### config.mk
export PLATFORM = sky130hd
export DESIGN_NAME = load_store_unit
export DESIGN_NICKNAME = d
export VERILOG_FILES = /design/src/rtl/load_store_unit.sv
export SDC_FILE = /design/constraint.sdc
export NUM_CORES = 1
export LEC_CHECK = 0
export CORE_AREA = 2 2 236 215
export CTS_BUF_LIST = sky130_fd_sc_hd__clkbuf_2 sky130_fd_sc_hd__clkbuf_4 sky130_fd_sc_hd__clkbuf_8
export DETAILED_ROUTE_END_ITERATION = 16
export DIE_AREA = 0 0 238 217
export PLACE_DENSITY = 0.56
export SLEW_MARGIN = 20
export SYNTH_ARGS = -nofsm -noshare
export SYNTH_HDL_FRONTEND = slang
export SYNTH_SLANG_ARGS = --single-unit
### constraint.sdc
create_clock -name clock -period 13.6 [get_ports clock]
set_input_delay 3.4 -clock clock [delete_from_list [all_inputs] [get_ports clock]]
set_output_delay 3.4 -clock clock [all_outputs]
set_load 0.005 [all_outputs]
### src/rtl/load_store_unit.sv
// RV64I load/store unit: byte/half/word/double extraction and read-modify-write sub-doubleword stores.
// Define LSU_MISALIGN_TRAP_EN to fault misaligned accesses; otherwise low offset bits are aligned down.
module load_store_unit #(
  parameter int unsigned MEM_LATENCY = 1
) (
  input  logic        clock,
  input  logic        reset,
  input  logic        i_req_valid,
  input  logic        i_req_store,
  input  logic [2:0]  i_req_funct3,
  input  logic [63:0] i_req_addr,
  input  logic [63:0] i_req_wdata,
  output logic        o_req_ready,
  output logic        o_resp_valid,
  output logic [63:0] o_resp_rdata,
  output logic        o_misaligned,
  output logic [63:0] o_mem_addr,
  output logic [63:0] o_mem_wdata,
  output logic        o_mem_wr,
  input  logic [63:0] i_mem_rdata
);

  localparam logic [2:0] LAT = 3'(MEM_LATENCY);

  typedef enum logic [1:0] {S_IDLE, S_RD_WAIT, S_WR, S_RESP} state_t;

  state_t      r_state;
  logic        r_store;
  logic [2:0]  r_funct3;
  logic [2:0]  r_off;
  logic [63:0] r_wdata;
  logic [2:0]  r_cnt;
  logic        r_req_ready;
  logic        r_resp_valid;
  logic [63:0] r_resp_rdata;
  logic        r_misaligned;
  logic [63:0] r_mem_addr;
  logic [63:0] r_mem_wdata;
  logic        r_mem_wr;

  logic [2:0]  w_lowmask;
  logic [2:0]  w_off;
  logic        w_mis;

  always_comb begin
    w_lowmask = '0;
    case (i_req_funct3[1:0])
      2'b00:   w_lowmask = 3'b000;
      2'b01:   w_lowmask = 3'b001;
      2'b10:   w_lowmask = 3'b011;
      default: w_lowmask = 3'b111;
    endcase
  end

  assign w_off = i_req_addr[2:0] & ~w_lowmask;

`ifdef LSU_MISALIGN_TRAP_EN
  assign w_mis = |(i_req_addr[2:0] & w_lowmask);
`else
  assign w_mis = 1'b0;
`endif

  function automatic logic [63:0] f_extract(input logic [63:0] dw, input logic [2:0] off,
                                            input logic [2:0] f3);
    logic [63:0] s;
    s = dw >> {off, 3'b000};
    case (f3)
      3'b000:  return {{56{s[7]}}, s[7:0]};
      3'b001:  return {{48{s[15]}}, s[15:0]};
      3'b010:  return {{32{s[31]}}, s[31:0]};
      3'b011:  return s;
      3'b100:  return {56'd0, s[7:0]};
      3'b101:  return {48'd0, s[15:0]};
      3'b110:  return {32'd0, s[31:0]};
      default: return '0;
    endcase
  endfunction

  function automatic logic [63:0] f_merge(input logic [63:0] dw, input logic [63:0] wd,
                                          input logic [2:0] off, input logic [1:0] sz);
    logic [63:0] m;
    case (sz)
      2'b00:   m = 64'h0000_0000_0000_00FF;
      2'b01:   m = 64'h0000_0000_0000_FFFF;
      2'b10:   m = 64'h0000_0000_FFFF_FFFF;
      default: m = '1;
    endcase
    m = m << {off, 3'b000};
    return (dw & ~m) | ((wd << {off, 3'b000}) & m);
  endfunction

  always_ff @(posedge clock or posedge reset) begin
    if (reset) begin
      r_state      <= S_IDLE;
      r_store      <= 1'b0;
      r_funct3     <= '0;
      r_off        <= '0;
      r_wdata      <= '0;
      r_cnt        <= '0;
      r_req_ready  <= 1'b1;
      r_resp_valid <= 1'b0;
      r_resp_rdata <= '0;
      r_misaligned <= 1'b0;
      r_mem_addr   <= '0;
      r_mem_wdata  <= '0;
      r_mem_wr     <= 1'b0;
    end else begin
      r_mem_wr     <= 1'b0;
      r_resp_valid <= 1'b0;
      case (r_state)
        S_IDLE: begin
          if (i_req_valid) begin
            r_store     <= i_req_store;
            r_funct3    <= i_req_funct3;
            r_off       <= w_off;
            r_wdata     <= i_req_wdata;
            r_mem_addr  <= {i_req_addr[63:3], 3'b000};
            r_cnt       <= '0;
            r_req_ready <= 1'b0;
            if (w_mis) begin
              r_state      <= S_RESP;
              r_resp_valid <= 1'b1;
              r_resp_rdata <= '0;
              r_misaligned <= 1'b1;
            end else if (i_req_store && (i_req_funct3[1:0] == 2'b11)) begin
              r_state     <= S_WR;
              r_mem_wdata <= i_req_wdata;
              r_mem_wr    <= 1'b1;
            end else begin
              r_state <= S_RD_WAIT;
            end
          end
        end
        // Read data sampled once the memory pipeline has had MEM_LATENCY cycles past address launch.
        S_RD_WAIT: begin
          if (r_cnt == LAT) begin
            if (r_store) begin
              r_state     <= S_WR;
              r_mem_wdata <= f_merge(i_mem_rdata, r_wdata, r_off, r_funct3[1:0]);
              r_mem_wr    <= 1'b1;
            end else begin
              r_state      <= S_RESP;
              r_resp_valid <= 1'b1;
              r_resp_rdata <= f_extract(i_mem_rdata, r_off, r_funct3);
              r_misaligned <= 1'b0;
            end
          end else begin
            r_cnt <= r_cnt + 3'd1;
          end
        end
        S_WR: begin
          r_state      <= S_RESP;
          r_resp_valid <= 1'b1;
          r_resp_rdata <= '0;
          r_misaligned <= 1'b0;
        end
        default: begin
          r_state     <= S_IDLE;
          r_req_ready <= 1'b1;
        end
      endcase
    end
  end

  assign o_req_ready  = r_req_ready;
  assign o_resp_valid = r_resp_valid;
  assign o_resp_rdata = r_resp_rdata;
  assign o_misaligned = r_misaligned;
  assign o_mem_addr   = r_mem_addr;
  assign o_mem_wdata  = r_mem_wdata;
  assign o_mem_wr     = r_mem_wr;

endmodule

==> metrics.cfg <==
[cts]
cts.htree.levels=2
cts-root-to-sink-buffers=3
postCtsSetupBuffers=0
cts_tree=built
hold_buffers=0
cts_root_buf=clkbuf_8
post_cts.resized_instances=0
worst_setup_hold_path_clk_slew_ns=0.05
cts_buffers=49
clk_latency_ns=0.64
clock-sinks=268

[floorplan]
dieHeight_um=217
coreArea_um2=49600
dieArea_um2=51600
io_pins=395
row_count=78
initial_core_utilization_pct=29.5
die-width_um=238

[finish]
final_cell_mix=clkdlybuf4s50_1 (390), dfrtp_1 (264), mux2_2 (171)
layout_commonest_cell=clkdlybuf4s50_1
final_design_area_no_fill_um2=20000
drive_above_1_share_pct=19.4
areaGrowthSynthToFinish_pct=36.9
final-instance-count-excl-fill=2353
utilization_pct=40.4
nets=1880

[synthesis]
synth_ff_type=dfrtp_1
synthDistinctLibCells=59
syn_avg_cell_area_um2=11.0
yosys_warnings=0
netlist_top_cells_area=dfrtp_1 (46%), mux2_2 (13%), mux2i_1 (6.8%)
post_synth_inst_count=1335
syn-cell-area_um2=14600
synth_seq_cells=268
async_reset_ff_share_pct=100
synth_top_cell_area_share_pct=45.6
synth_enable_flop_cells=0
synth_top_area_cell=dfrtp_1
synth-seq-area-share_pct=45.8

[place]
gp_congestion=0.898
placedCellCount=2264
postPlaceCellArea_um2=19000
post-place-ws_ns=7.43
place_hpwl_mm=44.5
buffer_ports.inserted=390

[pwr]
switching_share_pct=41.1
power.share.combinational_pct=53.3
leakage_power_figure_nw=8.16
power_per_cell_area_nw_per_um2=256
power.switching_mw=2.11
total_power_of_the_final_layout_mw=5.13
internal-power_mw=3.02
pwr-share-seq_pct=30.6
irDropWorstVdd_mv=0.0978
pwr-share-clk_pct=16.2

[timing]
final_critical_path_setup_slack_ns=8.07
layout_worst_path_cycle_share_pct=40.7
setup_violating_endpoint_count_in_the_final_report=0
worst_margin_slew_ns=1.08
fin_worst_hold_slack_ns=0.478
worst_slew_margin_rel_pct=28.1
final_hold_viol_count=0
setup_total_negative_slack_ns=0
grt_setup_unrepaired=no
layout_min_cycle_time_ns=5.53
finalClockSkew_ns=0.0458
timing_max_transition_violations_final=0
fmaxAchievable_mhz=181

[setup_path]
crit_path_start_kind=input port
worst-endpoint-arrival_ns=6.02
critPathKind=in -> reg
critical_path.reg2reg.startpoint=r_state[1]
timing.critical_path.required_ns=14.09
cp_max_fo=74
endpoint_kind=flip-flop
worst_setup_path_startpoint=i_req_valid

[route]
detail_route.drc_violations=0
number_of_nets_with_antenna_violations_after_detailed_routing=0
drt_pass1_iterations=5
drt-vias-per-instance=5.47
detail_route.iter0.violations=1145
via_count=12868
wirelength_mm=59.8
drt-wirelength-per-cell_um=25.4

[run]
max-cap-violations=0

[global_routing]
groute.layer.met1.usage_pct=29.3
grt_pass1_wl_mm=87.0
antenna_found_initial=13
groute.layer.met3.usage_pct=7.76
largest_net_degree_at_the_start_of_global_routing=128
grtUsageTotal_pct=22.7
grt.overflow.total=0
busiest_layer=met2
fraction_of_met2_tracks_used_by_global_routing_pct=34.4
first_global_vias=12854

[status]
outcome=complete, no violations

[hold_path]
hp-start=o_mem_wdata[25]
min_delay_path_class=reg -> reg

==> final timing paths <==
path                                     to  slack, ns  cells past startpoint
min reg2reg                 o_mem_wdata[25]       0.48                      1
max reg2reg                o_resp_rdata[63]      10.10                      7
max in group asynchronous          r_off[0]       8.55                      3
min in group asynchronous    o_mem_addr[31]       3.39                      2
max                          o_mem_addr[50]       8.07                      4
min                         o_mem_wdata[25]       0.48                      1
==> cell type report <==
cell class | count | area, um2
diodes | 2 | 5.00
clock buffers | 79 | 987
clock inverters | 8 | 68.8
fillers | 4841 | 29500
inverters | 10 | 45.0
multi-input cells | 941 | 7400
flip-flops and latches | 268 | 6720
well taps | 640 | 801
repair buffers | 405 | 4020
==> Yosys cell counts, types with 12 or more instances <==
| master | n |
|---|---|
| a21oi_1 | 91 |
| a211oi_1 | 39 |
| mux2i_1 | 99 |
| mux2_2 | 171 |
| mux4_2 | 26 |
| o221ai_1 | 12 |
| nor2b_1 | 15 |
| clkbuf_1 | 76 |
| a22oi_1 | 26 |
| buf_2 | 20 |
| a221o_1 | 47 |
| a21o_1 | 16 |
| dfrtp_1 | 267 |
| nor2_1 | 72 |
| o211ai_1 | 26 |
| nand2_1 | 130 |
| o21ai_0 | 70 |
==> critical path, stage by stage <==
cell,delay (ns)
clkdlybuf4s50_1,0.54
nand2_4,0.73
buf_4,0.81
mux2_2,0.42
==> kinds of logic (layout without fill, tap and decap cells) <==
group / count (synthesis) / after routing / share of synthesized area, %
fa+ha+maj: 6 / 6 / 0.513
simple gates: 258 / 258 / 7.74
other cells: 1 / 6 / 0.0256
compound gates: 377 / 377 / 17.9
buf+inv: 129 / 502 / 4.09
mux: 296 / 296 / 23.9
flops: 268 / 268 / 45.8
==> flip-flops by register name, indices dropped and copies added (netlist names) <==
register / flops
r_wdata: 64
r_off: 3
r_funct3: 3
o_resp_valid: 1
o_req_ready: 1
o_mem_addr: 61
r_cnt: 3
r_store: 1
o_mem_wr: 1
o_resp_rdata: 64
r_state: 2
o_mem_wdata: 64
==> per-layer routing <==
metal / wire [um] / vias to the layer above
met2: 26400 / 704
met5: 155 / -
met4: 2510 / 22
met3: 6070 / 145
met1: 24700 / 6331
li1: - / 5666
==> power groups by stage <==
stage               Combinational, mW  Sequential, mW  Clock [mW]
floorplan                        1.63            1.42           0
global placement                 2.69            1.56           0
detailed placement               2.71            1.57           0
CTS                              2.72            1.56       0.860
global route                     2.94            1.61       0.893
finish                           2.73            1.57       0.830
No activity file was read; power rests on OpenSTA's default activity.
